$ cat src/rtl/layer_weight_scheduler_pkg.sv
// Shared definitions for the layer weight scheduler.
//  - FSM state encoding
//  - datapath geometry: 4 neural units x 4 inputs = 16 weights per layer
package layer_weight_scheduler_pkg;

    localparam int NUM_UNITS         = 4;
    localparam int INPUTS_PER_UNIT   = 4;
    localparam int WEIGHTS_PER_LAYER = NUM_UNITS * INPUTS_PER_UNIT;

    typedef enum logic [2:0] {
        ST_IDLE      = 3'd0,
        ST_FETCH     = 3'd1,
        ST_DRAIN     = 3'd2,
        ST_SUM       = 3'd3,
        ST_WAIT_DONE = 3'd4,
        ST_LATCH     = 3'd5,
        ST_FINISH    = 3'd6
    } state_t;

endpackage

$ cat src/rtl/layer_weight_scheduler_if.sv
// Bundle between the scheduler and its surroundings (ROM loader handshake,
// weight RAM port, neural unit strobes, data register bank control).
//  master : the scheduler (drives RAM address, unit strobes, status)
//  slave  : the environment (drives start, units_done, RAM read data)
interface layer_weight_scheduler_if #(
    parameter int ADDR_W = 7
);
    import layer_weight_scheduler_pkg::*;

    logic                               start;
    logic [NUM_UNITS-1:0]               units_done;
    logic [7:0]                         ram_data;
    logic [ADDR_W-1:0]                  ram_address;
    logic [7:0]                         weight;
    logic [NUM_UNITS-1:0]               unit_write;
    logic [$clog2(INPUTS_PER_UNIT)-1:0] unit_address;
    logic                               sum_trigger;
    logic [1:0]                         layer;
    logic                               layer_sel;
    logic                               latch_outputs;
    logic                               busy;
    logic                               done;
    logic                               error;

    modport master (
        input  start, units_done, ram_data,
        output ram_address, weight, unit_write, unit_address, sum_trigger,
               layer, layer_sel, latch_outputs, busy, done, error
    );

    modport slave (
        output start, units_done, ram_data,
        input  ram_address, weight, unit_write, unit_address, sum_trigger,
               layer, layer_sel, latch_outputs, busy, done, error
    );

endinterface

$ cat src/rtl/layer_weight_scheduler_wait_timer.sv
// Loadable 8-bit down-counter used to bound the wait for the neural units.
//  clk, reset  : clock, synchronous active-high reset
//  load        : load load_value (takes priority over counting)
//  load_value  : value to count down from
//  count_en    : decrement by one per cycle, saturating at zero
//  expired     : count has reached zero
module layer_weight_scheduler_wait_timer (
    input  logic       clk,
    input  logic       reset,
    input  logic       load,
    input  logic [7:0] load_value,
    input  logic       count_en,
    output logic       expired
);

    logic [7:0] count_reg;

    always_ff @(posedge clk) begin
        if (reset) begin
            count_reg <= 8'd0;
        end else if (load) begin
            count_reg <= load_value;
        end else if (count_en && (count_reg != 8'd0)) begin
            count_reg <= count_reg - 8'd1;
        end
    end

    assign expired = (count_reg == 8'd0);

endmodule

$ cat src/rtl/layer_weight_scheduler.sv
// Sequences one inference over NUM_LAYERS layers of the 4-unit datapath:
// stream 16 weights from the weight RAM into the units, fire sum_trigger,
// wait for all units, latch their outputs and move to the next layer.
//  clk, reset : clock, synchronous active-high reset
//  bus        : master side of layer_weight_scheduler_if
//               in : start, units_done, ram_data
//               out: ram_address, weight, unit_write, unit_address,
//                    sum_trigger, layer, layer_sel, latch_outputs,
//                    busy, done, error
module layer_weight_scheduler #(
    parameter int NUM_LAYERS = 4,
    parameter int ADDR_W     = 7,
    parameter int BASE_ADDR  = 0,
    parameter int TIMEOUT    = 255
) (
    input  logic                     clk,
    input  logic                     reset,
    layer_weight_scheduler_if.master bus
);
    import layer_weight_scheduler_pkg::*;

    if (NUM_LAYERS < 1 || NUM_LAYERS > 4) begin : g_chk_layers
        $error("layer_weight_scheduler: NUM_LAYERS must be 1..4");
    end
    if (BASE_ADDR + WEIGHTS_PER_LAYER * NUM_LAYERS > (1 << ADDR_W)) begin : g_chk_addr
        $error("layer_weight_scheduler: weight table does not fit in the RAM address space");
    end
    if (TIMEOUT < 1 || TIMEOUT > 256) begin : g_chk_timeout
        $error("layer_weight_scheduler: TIMEOUT must be 1..256");
    end

    localparam logic [1:0] LAST_LAYER = 2'(NUM_LAYERS - 1);
    localparam logic [3:0] K_LAST     = 4'(WEIGHTS_PER_LAYER - 1);
    // Expiry is flagged on the TIMEOUT-th cycle spent in WAIT_DONE.
    localparam logic [7:0] TIMER_LOAD = 8'(TIMEOUT - 1);

    state_t               state_reg;
    logic [3:0]           k_reg;
    logic [1:0]           layer_reg;
    logic                 layer_sel_reg;
    logic                 busy_reg;
    logic                 done_reg;
    logic                 error_reg;
    logic                 sum_trigger_reg;
    logic                 latch_outputs_reg;

    // Read-return pipeline: RAM data arrives one cycle after its address.
    logic                 fetch_d_reg;
    logic [3:0]           k_d_reg;
    logic [7:0]           weight_reg;
    logic [NUM_UNITS-1:0] unit_write_reg;
    logic [1:0]           unit_address_reg;
    logic [NUM_UNITS-1:0] strobe_next;

    logic                 timer_expired;

    layer_weight_scheduler_wait_timer u_wait_timer (
        .clk        (clk),
        .reset      (reset),
        .load       (state_reg == ST_SUM),
        .load_value (TIMER_LOAD),
        .count_en   (state_reg == ST_WAIT_DONE),
        .expired    (timer_expired)
    );

    // {layer, k} is layer*16 + unit*4 + input; wraps modulo 2^ADDR_W.
    assign bus.ram_address = ADDR_W'(BASE_ADDR) + ADDR_W'({layer_reg, k_reg});

    genvar gi;
    for (gi = 0; gi < NUM_UNITS; gi++) begin : g_strobe
        assign strobe_next[gi] = fetch_d_reg && (k_d_reg[3:2] == 2'(gi));
    end

    always_ff @(posedge clk) begin
        if (reset) begin
            fetch_d_reg      <= 1'b0;
            k_d_reg          <= 4'd0;
            weight_reg       <= 8'd0;
            unit_write_reg   <= '0;
            unit_address_reg <= 2'd0;
        end else begin
            fetch_d_reg    <= (state_reg == ST_FETCH);
            k_d_reg        <= k_reg;
            unit_write_reg <= strobe_next;
            if (fetch_d_reg) begin
                weight_reg       <= bus.ram_data;
                unit_address_reg <= k_d_reg[1:0];
            end
        end
    end

    always_ff @(posedge clk) begin
        if (reset) begin
            state_reg         <= ST_IDLE;
            k_reg             <= 4'd0;
            layer_reg         <= 2'd0;
            layer_sel_reg     <= 1'b0;
            busy_reg          <= 1'b0;
            done_reg          <= 1'b0;
            error_reg         <= 1'b0;
            sum_trigger_reg   <= 1'b0;
            latch_outputs_reg <= 1'b0;
        end else begin
            sum_trigger_reg   <= 1'b0;
            latch_outputs_reg <= 1'b0;
            done_reg          <= 1'b0;
            case (state_reg)
                ST_IDLE: begin
                    if (bus.start) begin
                        state_reg     <= ST_FETCH;
                        busy_reg      <= 1'b1;
                        layer_reg     <= 2'd0;
                        layer_sel_reg <= 1'b0;
                        error_reg     <= 1'b0;
                        k_reg         <= 4'd0;
                    end
                end
                ST_FETCH: begin
                    k_reg <= k_reg + 4'd1;
                    if (k_reg == K_LAST) begin
                        state_reg <= ST_DRAIN;
                    end
                end
                ST_DRAIN: begin
                    state_reg <= ST_SUM;
                end
                ST_SUM: begin
                    sum_trigger_reg <= 1'b1;
                    state_reg       <= ST_WAIT_DONE;
                end
                ST_WAIT_DONE: begin
                    // All-done is tested first so it wins over a coincident timeout.
                    if (bus.units_done == {NUM_UNITS{1'b1}}) begin
                        state_reg <= ST_LATCH;
                    end else if (timer_expired) begin
                        error_reg <= 1'b1;
                        busy_reg  <= 1'b0;
                        state_reg <= ST_IDLE;
                    end
                end
                ST_LATCH: begin
                    latch_outputs_reg <= 1'b1;
                    if (layer_reg != LAST_LAYER) begin
                        layer_reg     <= layer_reg + 2'd1;
                        layer_sel_reg <= 1'b1;
                        k_reg         <= 4'd0;
                        state_reg     <= ST_FETCH;
                    end else begin
                        state_reg <= ST_FINISH;
                    end
                end
                ST_FINISH: begin
                    done_reg  <= 1'b1;
                    busy_reg  <= 1'b0;
                    state_reg <= ST_IDLE;
                end
                default: begin
                    state_reg <= ST_IDLE;
                end
            endcase
        end
    end

    assign bus.weight        = weight_reg;
    assign bus.unit_write    = unit_write_reg;
    assign bus.unit_address  = unit_address_reg;
    assign bus.sum_trigger   = sum_trigger_reg;
    assign bus.layer         = layer_reg;
    assign bus.layer_sel     = layer_sel_reg;
    assign bus.latch_outputs = latch_outputs_reg;
    assign bus.busy          = busy_reg;
    assign bus.done          = done_reg;
    assign bus.error         = error_reg;

endmodule

$ cat src/flat_wrapper.sv
// flat-port wrapper written by rule: the top's interface ports become plain ports
module layer_weight_scheduler_flat import layer_weight_scheduler_pkg::*;
#(
    parameter int NUM_LAYERS = 4,
    parameter int ADDR_W     = 7,
    parameter int BASE_ADDR  = 0,
    parameter int TIMEOUT    = 255
)
  (clk, reset, bus_start, bus_units_done, bus_ram_data, bus_ram_address, bus_weight, bus_unit_write, bus_unit_address, bus_sum_trigger, bus_layer, bus_layer_sel, bus_latch_outputs, bus_busy, bus_done, bus_error);
  layer_weight_scheduler_if #(.ADDR_W(ADDR_W)) bus_i ();
  input  logic clk;
  input  logic reset;
  input wire logic [$bits(bus_i.start)-1:0] bus_start;
  input wire logic [$bits(bus_i.units_done)-1:0] bus_units_done;
  input wire logic [$bits(bus_i.ram_data)-1:0] bus_ram_data;
  output wire logic [$bits(bus_i.ram_address)-1:0] bus_ram_address;
  output wire logic [$bits(bus_i.weight)-1:0] bus_weight;
  output wire logic [$bits(bus_i.unit_write)-1:0] bus_unit_write;
  output wire logic [$bits(bus_i.unit_address)-1:0] bus_unit_address;
  output wire logic [$bits(bus_i.sum_trigger)-1:0] bus_sum_trigger;
  output wire logic [$bits(bus_i.layer)-1:0] bus_layer;
  output wire logic [$bits(bus_i.layer_sel)-1:0] bus_layer_sel;
  output wire logic [$bits(bus_i.latch_outputs)-1:0] bus_latch_outputs;
  output wire logic [$bits(bus_i.busy)-1:0] bus_busy;
  output wire logic [$bits(bus_i.done)-1:0] bus_done;
  output wire logic [$bits(bus_i.error)-1:0] bus_error;
  assign bus_i.start = bus_start;
  assign bus_i.units_done = bus_units_done;
  assign bus_i.ram_data = bus_ram_data;
  assign bus_ram_address = bus_i.ram_address;
  assign bus_weight = bus_i.weight;
  assign bus_unit_write = bus_i.unit_write;
  assign bus_unit_address = bus_i.unit_address;
  assign bus_sum_trigger = bus_i.sum_trigger;
  assign bus_layer = bus_i.layer;
  assign bus_layer_sel = bus_i.layer_sel;
  assign bus_latch_outputs = bus_i.latch_outputs;
  assign bus_busy = bus_i.busy;
  assign bus_done = bus_i.done;
  assign bus_error = bus_i.error;
  layer_weight_scheduler #(.NUM_LAYERS(NUM_LAYERS), .ADDR_W(ADDR_W), .BASE_ADDR(BASE_ADDR), .TIMEOUT(TIMEOUT)) u_core (.clk(clk), .reset(reset), .bus(bus_i));
endmodule
$ cat config.mk
export PLATFORM = sky130hd
export DESIGN_NAME = layer_weight_scheduler_flat
export DESIGN_NICKNAME = d
export VERILOG_FILES = /design/src/rtl/layer_weight_scheduler_pkg.sv /design/src/rtl/layer_weight_scheduler_if.sv /design/src/rtl/layer_weight_scheduler_wait_timer.sv /design/src/rtl/layer_weight_scheduler.sv /design/src/flat_wrapper.sv
export SDC_FILE = /design/constraint.sdc
export NUM_CORES = 1
export LEC_CHECK = 0
export ABC_AREA = 1
export CAP_MARGIN = 10
export CORE_UTILIZATION = 30
export CTS_CLUSTER_SIZE = 12
export DETAILED_ROUTE_END_ITERATION = 7
export GPL_TIMING_DRIVEN = 0
export SYNTH_ARGS = -nofsm -noshare
export SYNTH_HDL_FRONTEND = slang
export SYNTH_SLANG_ARGS = --single-unit
$ cat constraint.sdc
create_clock -name clk -period 4.1 [get_ports clk]
set_input_delay 0.41 -clock clk [delete_from_list [all_inputs] [get_ports clk]]
set_output_delay 0.41 -clock clk [all_outputs]
set_load 0.03 [all_outputs]
=== Yosys cells after proc, flatten, opt, wreduce, memory -nomap -nowiden ===
Cells that the tools add are included.

* Word-level logic and storage cells: 84
* Bits of input ports: 15
* Register bits: 42

* Equality and inequality tests: 18
* Add/subtract/negate cells: 3
* Multiplexer cells: 27
* Reduce and logical (&&, ||, !) cells: 20

{| class="wikitable"
|+ Operator list
! kind !! count
|-
| $pmux 3 s6 || 1
|-
| $mux 8 || 2
|-
| $mux 3 || 5
|-
| $pmux 4 s3 || 1
|-
| $mux 1 || 10
|-
| $eq 3x3->1 const B || 3
|-
| $reduce_and 3->1 || 3
|-
| $eq 4x4->1 const B || 2
|-
| $logic_not 8->1 || 1
|-
| $mux 4 || 2
|-
| $ne 2x2->1 const B || 4
|-
| $reduce_and 4->1 || 2
|-
| $reduce_bool 8->1 || 1
|-
| $sub 8x1->8 const B || 1
|-
| $eq 3x2->1 const B || 2
|-
| $reduce_bool 2->1 || 3
|-
| $reduce_bool 3->1 || 2
|-
| $logic_and 1x1->1 || 5
|-
| $add 4x1->4 const B || 1
|-
| $eq 2x2->1 const B || 2
|-
| $mux 2 || 2
|-
| $ne 2x1->1 const B || 2
|-
| $pmux 1 s2 || 2
|-
| $pmux 2 s2 || 1
|-
| other kinds (8) || 8
|}

=== Depth between registers and ports, before layout ===
Gate-level depths: netlist (run 1).

* Depth after elaboration: 4
* Depth in mapped cells: 9
* Depth with buffers taken out: 9

=== Hierarchy ===
Synthesis (run 1) repeated with hierarchy kept, for this count alone.

* Cell total of the unflattened synthesis: 276
* Area, all modules: 1,949.4 um2

{| class="wikitable"
|+ Modules (own cells, without submodules)
! module !! seq. area each (um2) !! cells an instance !! area an instance (um2) !! times used
|-
| layer_weight_scheduler || 680.7 || 175 || 1,357.6 || 1
|-
| layer_weight_scheduler_wait_timer || 160.2 || 101 || 591.8 || 1
|}

=== Worst setup path after synthesis (run 1) ===
Ideal clock, no wire load.

* Path kind: register to register
* Start point: reg u_core.k_reg[0]
* End point: reg u_core.state_reg[0]
* Library setup time: 0.112 ns
* Period minus slack after synthesis: 1.339 ns
* Arrival: 1.227 ns
* Path buffers: 0
* Path slack: 2.761 ns
* Required time: 3.988 ns
* Cell stages (with the launch flop): 7
* Cells stage by stage: dfxtp_1 ha_1 nand3_1 a21oi_1 nand2_1 nor2_1 nor2_1

* Cells in the longest elaborated chain, start to end: 3

{| class="wikitable"
|+ Ends and longest elaborated chain
! what !! RTL line !! text
|-
| start, declared || layer_weight_scheduler.sv:38 || <nowiki>logic [3:0] k_reg;</nowiki>
|-
| start signal, assigned || layer_weight_scheduler.sv:119 || <nowiki>k_reg <= k_reg + 4'd1;</nowiki>
|-
| $eq 4x4->1 || layer_weight_scheduler.sv:120 || <nowiki>if (k_reg == K_LAST) begin</nowiki>
|-
| $ne 2x2->1 (no line) || - ||
|-
| $reduce_and 3->1 (no line) || - ||
|-
| end signal, assigned || layer_weight_scheduler.sv:121 || <nowiki>state_reg <= ST_DRAIN;</nowiki>
|-
| end signal, assigned || layer_weight_scheduler.sv:125 || <nowiki>state_reg <= ST_SUM;</nowiki>
|-
| end signal, assigned || layer_weight_scheduler.sv:129 || <nowiki>state_reg <= ST_WAIT_DONE;</nowiki>
|-
| end, declared || layer_weight_scheduler.sv:37 || <nowiki>state_t state_reg;</nowiki>
|}

Every way passes these cells.
A chain may end at the register's enable or synchronous reset.

=== Worst setup path in the final report (run 1) ===
* Start point: reg u_core.layer_reg[0] (netlist: u_core.bus.layer[0])
* End point: out bus_ram_address[4]

{| class="wikitable"
|+ RTL lines
! what !! RTL line !! text
|-
| start, declared || layer_weight_scheduler.sv:39 || <nowiki>logic [1:0] layer_reg;</nowiki>
|-
| start signal, assigned || layer_weight_scheduler.sv:144 || <nowiki>layer_reg <= layer_reg + 2'd1;</nowiki>
|-
| end, declared || flat_wrapper.sv:16 || <nowiki>output wire logic [$bits(bus_i.ram_address)-1:0] bus_ram_address;</nowiki>
|}

No word-level cell between the ends.

==> results of run 1 <==
## stage by stage
step / utilization / cells
floorplan: - / 250
global placement: 0.396 / 367
detailed placement: 0.396 / 367
CTS: 0.412 / 375
global route: 0.412 / 375
finish: 0.412 / 375
## routing by layer
layer,vias up,track usage
li1,894,-
met1,774,0.170
met2,18,0.225
met3,2,0.0341
met4,0,0.0536
met5,-,0
## power groups by stage
stage / clock network, uW / logic, uW / registers [uW]
5_1_grt: 312 / 196 / 453
6_report: 282 / 177 / 449
3_3_place_gp: 0 / 176 / 459
3_5_place_dp: 0 / 177 / 458
2_1_floorplan: 0 / 88.0 / 484
4_1_cts: 296 / 178 / 449
## placed cells by master (no fill, tap or decap), drive strengths merged
cell type	synthesis	final
nand3	25	25
nor3b	1	1
o21ai	16	16
nand3b	1	1
a31oi	1	1
nand4	5	5
xor2	1	1
nor2	52	52
or2	1	1
inv	27	30
dfxtp	42	42
buf	4	4
clkbuf	4	9
nor4	1	1
a21oi	12	12
clkinv	1	1
conb	1	1
o211ai	1	1
clkdlybuf4s50	0	42
o21bai	1	1
nand2	45	45
ha	4	4
nor3	4	4
## path summary, 6_finish.rpt
kind	startpoint	end	slack [ns]	cells past startpoint
worst max register to register	u_core.u_wait_timer.count_reg[0]	u_core.u_wait_timer.count_reg[3]	2.64	7
worst max-delay path	u_core.bus.layer[0]	bus_ram_address[4]	2.21	2
worst min register to register	u_core.k_d_reg[2]	u_core.bus.unit_write[2]	0.46	1
worst min-delay path	u_core.k_d_reg[2]	u_core.bus.unit_write[2]	0.46	1
## logic make-up after synthesis
kind of cell    Yosys count
compound gates           31
xor+xnor                  1
fa+ha+maj                 4
buf+inv                  36
flops                    42
other cells               1
simple gates            135
## final cells by class
type                            instances  area, um2
Multi-Input combinational cell        172        843
Clock buffer                            5       68.8
Clock inverter                          3       26.3
Tap cell                               75       93.8
Timing Repair Buffer                   42        420
Sequential cell                        42        841
Inverter                               28        105
Fill cell                             615       3480
Buffer                                  8       42.5
==> flow_summary.yaml, run 1 <==
detailed_routing:
  firstDrtPassIters: 4
  drt-initial-drc-count: 94
  vias: 1688
  post_drt_via_cell_ratio: 4.50
  drcViolationCount: 0
  drt-met1-wl_mm: 1.91
  postRouteAntennaNets: 0
  routed_wl_mm: 3.96
  wl_met3_um: 126
  highest-signal-layer: "met4"
  routed-wl-met2_mm: 1.90
  wire_per_inst_um: 10.6
die:
  initial_core_util: 0.309
  core_area_um2: 5920
  dieWidth_um: 80.1
  die_y_um: 80.1
  num_rows: 28
  io_pins: 44
  die-area_um2: 6420
yosys:
  yosys_most_used_dff: "dfxtp_1"
  yosysTopAreaCell: "dfxtp_1"
  ys_ff_latch: 42
  muxShareOfSynthArea: 0
  synth_seq_area_share: 0.459
  syn_nets: 269
  yosys-top-cells-count: "48 x nor2_1, 42 x dfxtp_1, 41 x nand2_1, 25 x inv_1, 24 x nand3_1"
  synth.avg_cell_area_um2: 7.33
  synth_cells: 250
  yosys.area_share.simple: 0.332
  synthTopCellsByArea: "dfxtp_1 46%, nor2_1 9.8%, nand2_1 8.4%, nand3_1 6.6%, inv_1 5.1%"
  synthArstFlopShare: 0
  synth_top_family_by_area: "simple AND/OR/NAND/NOR gates"
  synth_fa_ha_area_frac: 0.0273
  synth_top_cell_area_share: 0.459
  synth.distinct_cells: 29
  synth_edf_count: 0
  synth_xor_area_frac: 0.00478
  synthesis.area_um2: 1830
  yosysMostFrequentCell: "nor2_1"
  ys_warn_count: 0
  synth_compound_area_frac: 0.0943
power:
  pwr-share-seq: 0.495
  p_comb_frac: 0.195
  total_power_uw: 907
  power.density_nw_per_um2: 372
  internal_power_uw: 628
  ir_worst_vdd_mv: 0.141
  p_sw_uw: 279
  leakagePower_uw: 0.00105
  p_sw_frac: 0.308
  clkPwrFrac: 0.311
clock_network:
  clock_sinks: 42
  post_cts_buffers: 0
  ctsHoldBuffers: 0
  cts_max_level: 2
  cts-resized-gates: 0
  clockBufferDepth: 2
  clk_latency_ns: 0.30
  path_clk_slew_ns: 0.09
  cts-root-buf: "clkbuf_8"
  numCtsBuffers: 5
  cts_tree: "built"
sta:
  skew_ns: 0.00585
  setup_violations: 0
  finalCritPeriodShare: 0.461
  rsz0062_at_grt: "false"
  hold_ws_ns: 0.456
  tightestPinTransition_ns: 0.542
  min_period_ns: 1.89
  slew_violations: 0
  max_freq_mhz: 529
  finalSetupTns_ns: 0
  final.setup.worst_slack_ns: 2.21
  maxSlewHeadroom: 0.639
  hold_viol: 0
placed_design:
  place_area_um2: 2350
  place_congestion: 0.820
  dp_slack_ns: 2.27
  io_buffers: 42
  hpwl_mm: 2.92
critical_path:
  arrival_ns: 1.48
  critPathKind: "register to output port"
  worstPathMaxFanout: 5
  slowest_stage: "clkdlybuf4s50_1"
  cp-start-kind: "register"
  cp_cell_sequence: "buf_4 -> clkdlybuf4s50_1"
  cp-end-kind: "output port"
  cp_top_family: "buffers and inverters"
  slowest_delay_ns: 0.65
  worstPathRequired_ns: 3.69
  crit_buf_inv: 2
final_layout:
  fin_nets: 318
  n_antenna_cell: 0
  finalInstanceArea_um2: 2440
  synthToLayoutAreaGrowth_pct: 33.3
  drive_above_1_share: 0.0867
global_routing:
  grt_util_all_layers: 0.136
  grt_max_degree: 17
  grt_pass1_wl_mm: 6.82
  grt_pass1_vias: 1568
  grt-ovfl-total: 0
  antenna_found_initial: 0
worst_hold_path:
  min_path_type: "register to register"
job:
  drv_cap: 0
run_status:
  status: "completed"
Note: power is estimated with default switching activity, not from simulation.
==> run 2: changes to the inputs <==
Clock period 4.1 ns to 1.75 ns, I/O delays scaled along.
==> results of run 2 <==
Same layout as run 1 (identical final DEF). Status: completed.
Among the figures that moved: setup slack after placement 2.27 ns -> 0.155 ns; setup slack after layout 2.21 ns -> 0.0963 ns; register-to-register setup slack 2.64 ns -> 0.29 ns; total power 907 uW -> 2130 uW; worst IR drop on VDD 0.141 mV -> 0.330 mV
==> run 3: changes to the inputs <==
--- a/config.mk
+++ b/config.mk
@@ -13,2 +13,3 @@
 export GPL_TIMING_DRIVEN = 0
+export SLEW_MARGIN = 20
 export SYNTH_ARGS = -nofsm -noshare
--- a/constraint.sdc
+++ b/constraint.sdc
@@ -3,2 +3,2 @@
 set_output_delay 0.175 -clock clk [all_outputs]
-set_load 0.03 [all_outputs]
+set_load 0.1 [all_outputs]
==> flow_summary.yaml, run 3 (same netlist as run 1, synthesis figures left out) <==
detailed_routing:
  post_drt_via_cell_ratio: 4.51
  drt-initial-drc-count: 65
  postRouteAntennaNets: 0
  vias: 1691
  drcViolationCount: 0
  routed_wl_mm: 3.93
  firstDrtPassIters: 4
  wire_per_inst_um: 10.5
critical_path:
  cp-start-kind: "register"
  cp_cell_sequence: "dlygate4sd2_1"
  critPathKind: "register to output port"
  slowest_delay_ns: 0.86
  cp_top_family: "buffers and inverters"
  arrival_ns: 1.52
  worstPathRequired_ns: 1.57
  cp-end-kind: "output port"
  worstPathMaxFanout: 5
  crit_buf_inv: 1
  slowest_stage: "dlygate4sd2_1"
die:
  die-area_um2: 6420
  num_rows: 28
  die_y_um: 80.1
  core_area_um2: 5920
  dieWidth_um: 80.1
  initial_core_util: 0.309
  io_pins: 44
sta:
  hold_viol: 0
  setup_violations: 0
  slew_violations: 0
  skew_ns: 0.00701
  rsz0062_at_grt: "false"
  min_period_ns: 1.69
  finalCritPeriodShare: 0.968
  max_freq_mhz: 590
  tightestPinTransition_ns: 0.978
  final.setup.worst_slack_ns: 0.0564
  maxSlewHeadroom: 0.351
final_layout:
  drive_above_1_share: 0.117
  n_antenna_cell: 0
  synthToLayoutAreaGrowth_pct: 32.9
  fin_nets: 318
  fillCellCount: 652
  mostFrequentLayoutCell: "nor2_1"
  final_core_util: 0.411
  final_cell_mix: "48 x nor2_1, 41 x nand2_1, 38 x dfxtp_1, 25 x inv_1, 24 x nand3_1"
run_status:
  status: "completed"
clock_network:
  path_clk_slew_ns: 0.09
  clock_sinks: 42
  cts-resized-gates: 35
  cts-root-buf: "clkbuf_8"
  numCtsBuffers: 5
  cts_max_level: 2
  post_cts_buffers: 0
  cts_tree: "built"
  clockBufferDepth: 2
  ctsHoldBuffers: 0
  clk_latency_ns: 0.30
worst_hold_path:
  min_path_type: "register to register"
power:
  internal_power_uw: 1590
  leakagePower_uw: 0.00116
  p_comb_frac: 0.238
  ir_worst_vdd_mv: 0.340
  p_sw_frac: 0.345
  p_sw_uw: 835
  clkPwrFrac: 0.328
  pwr-share-seq: 0.434
  power.density_nw_per_um2: 994
global_routing:
  grt_pass1_vias: 1492
  grt_pass1_wl_mm: 6.60
  grt_util_all_layers: 0.133
  antenna_found_initial: 0
  grt_max_degree: 16
  grt-ovfl-total: 0
placed_design:
  place_congestion: 0.858
  dp_slack_ns: -0.0425
  hpwl_mm: 2.86
  io_buffers: 42
job:
  drv_cap: 0
## run 3: layout make-up
cell class              count  area (um2)  area share
multi-input cells         172         843       0.346
clock inverters             3        48.8      0.0200
clock buffers               5        68.8      0.0283
well taps                  75        93.8      0.0385
plain buffers               8        42.5      0.0175
repair buffers             42         387       0.159
inverters                  28         105      0.0432
flip-flops and latches     42         846       0.347
## run 3: metrics by stage
stage / hold WS, ns / total power, uW / std cells / instance area [um2] / setup TNS [ns]
6_report: 0.452 / 2420 / 375 / 2430 / 0
5_1_grt: 0.462 / 2530 / 375 / 2430 / 0
3_5_place_dp: 0.438 / 1670 / 367 / 2350 / -0.0425
2_1_floorplan: 0.310 / 1520 / 250 / 1840 / 0
3_3_place_gp: 0.439 / 1670 / 367 / 2350 / -0.0375
4_1_cts: 0.446 / 2450 / 375 / 2440 / 0
## run 3: worst reg2reg max path: cells and delay by family (launching register included)
family	cells	cell delay (ns)
adder cells (fa/ha/maj)	1	0.21
buffers and inverters	1	0.11
flip-flops	1	0.36
AND/OR/NAND/NOR	6	0.69
## run 3: power by group through the flow
stage / Sequential (uW) / Combinational (uW) / Clock, uW
after detailed placement: 1070 / 600 / 0
after floorplan: 1310 / 214 / 0
after global placement: 1070 / 595 / 0
final: 1050 / 576 / 795
after CTS: 1050 / 579 / 818
after global routing: 1060 / 622 / 851
## run 3: path summary, 6_finish.rpt
kind                                         start                        to  slack [ns]  cells after the start
setup / recovery               u_core.bus.layer[0]              bus_layer[0]        0.06                      1
hold reg to reg                  u_core.k_d_reg[2]  u_core.bus.unit_write[0]        0.45                      1
setup reg to reg  u_core.u_wait_timer.count_reg[0]       u_core.state_reg[1]        0.27                      8
hold / removal                   u_core.k_d_reg[2]  u_core.bus.unit_write[0]        0.45                      1
## run 3: per-layer routing
| layer | vias to the layer above | part of all wire | track usage |
|---|---|---|---|
| li1 | 894 | - | - |
| met1 | 766 | 0.48 | 0.163 |
| met2 | 26 | 0.46 | 0.217 |
| met3 | 5 | 0.043 | 0.0375 |
| met4 | 0 | 0.015 | 0.0536 |
| met5 | - | 0 | 0 |
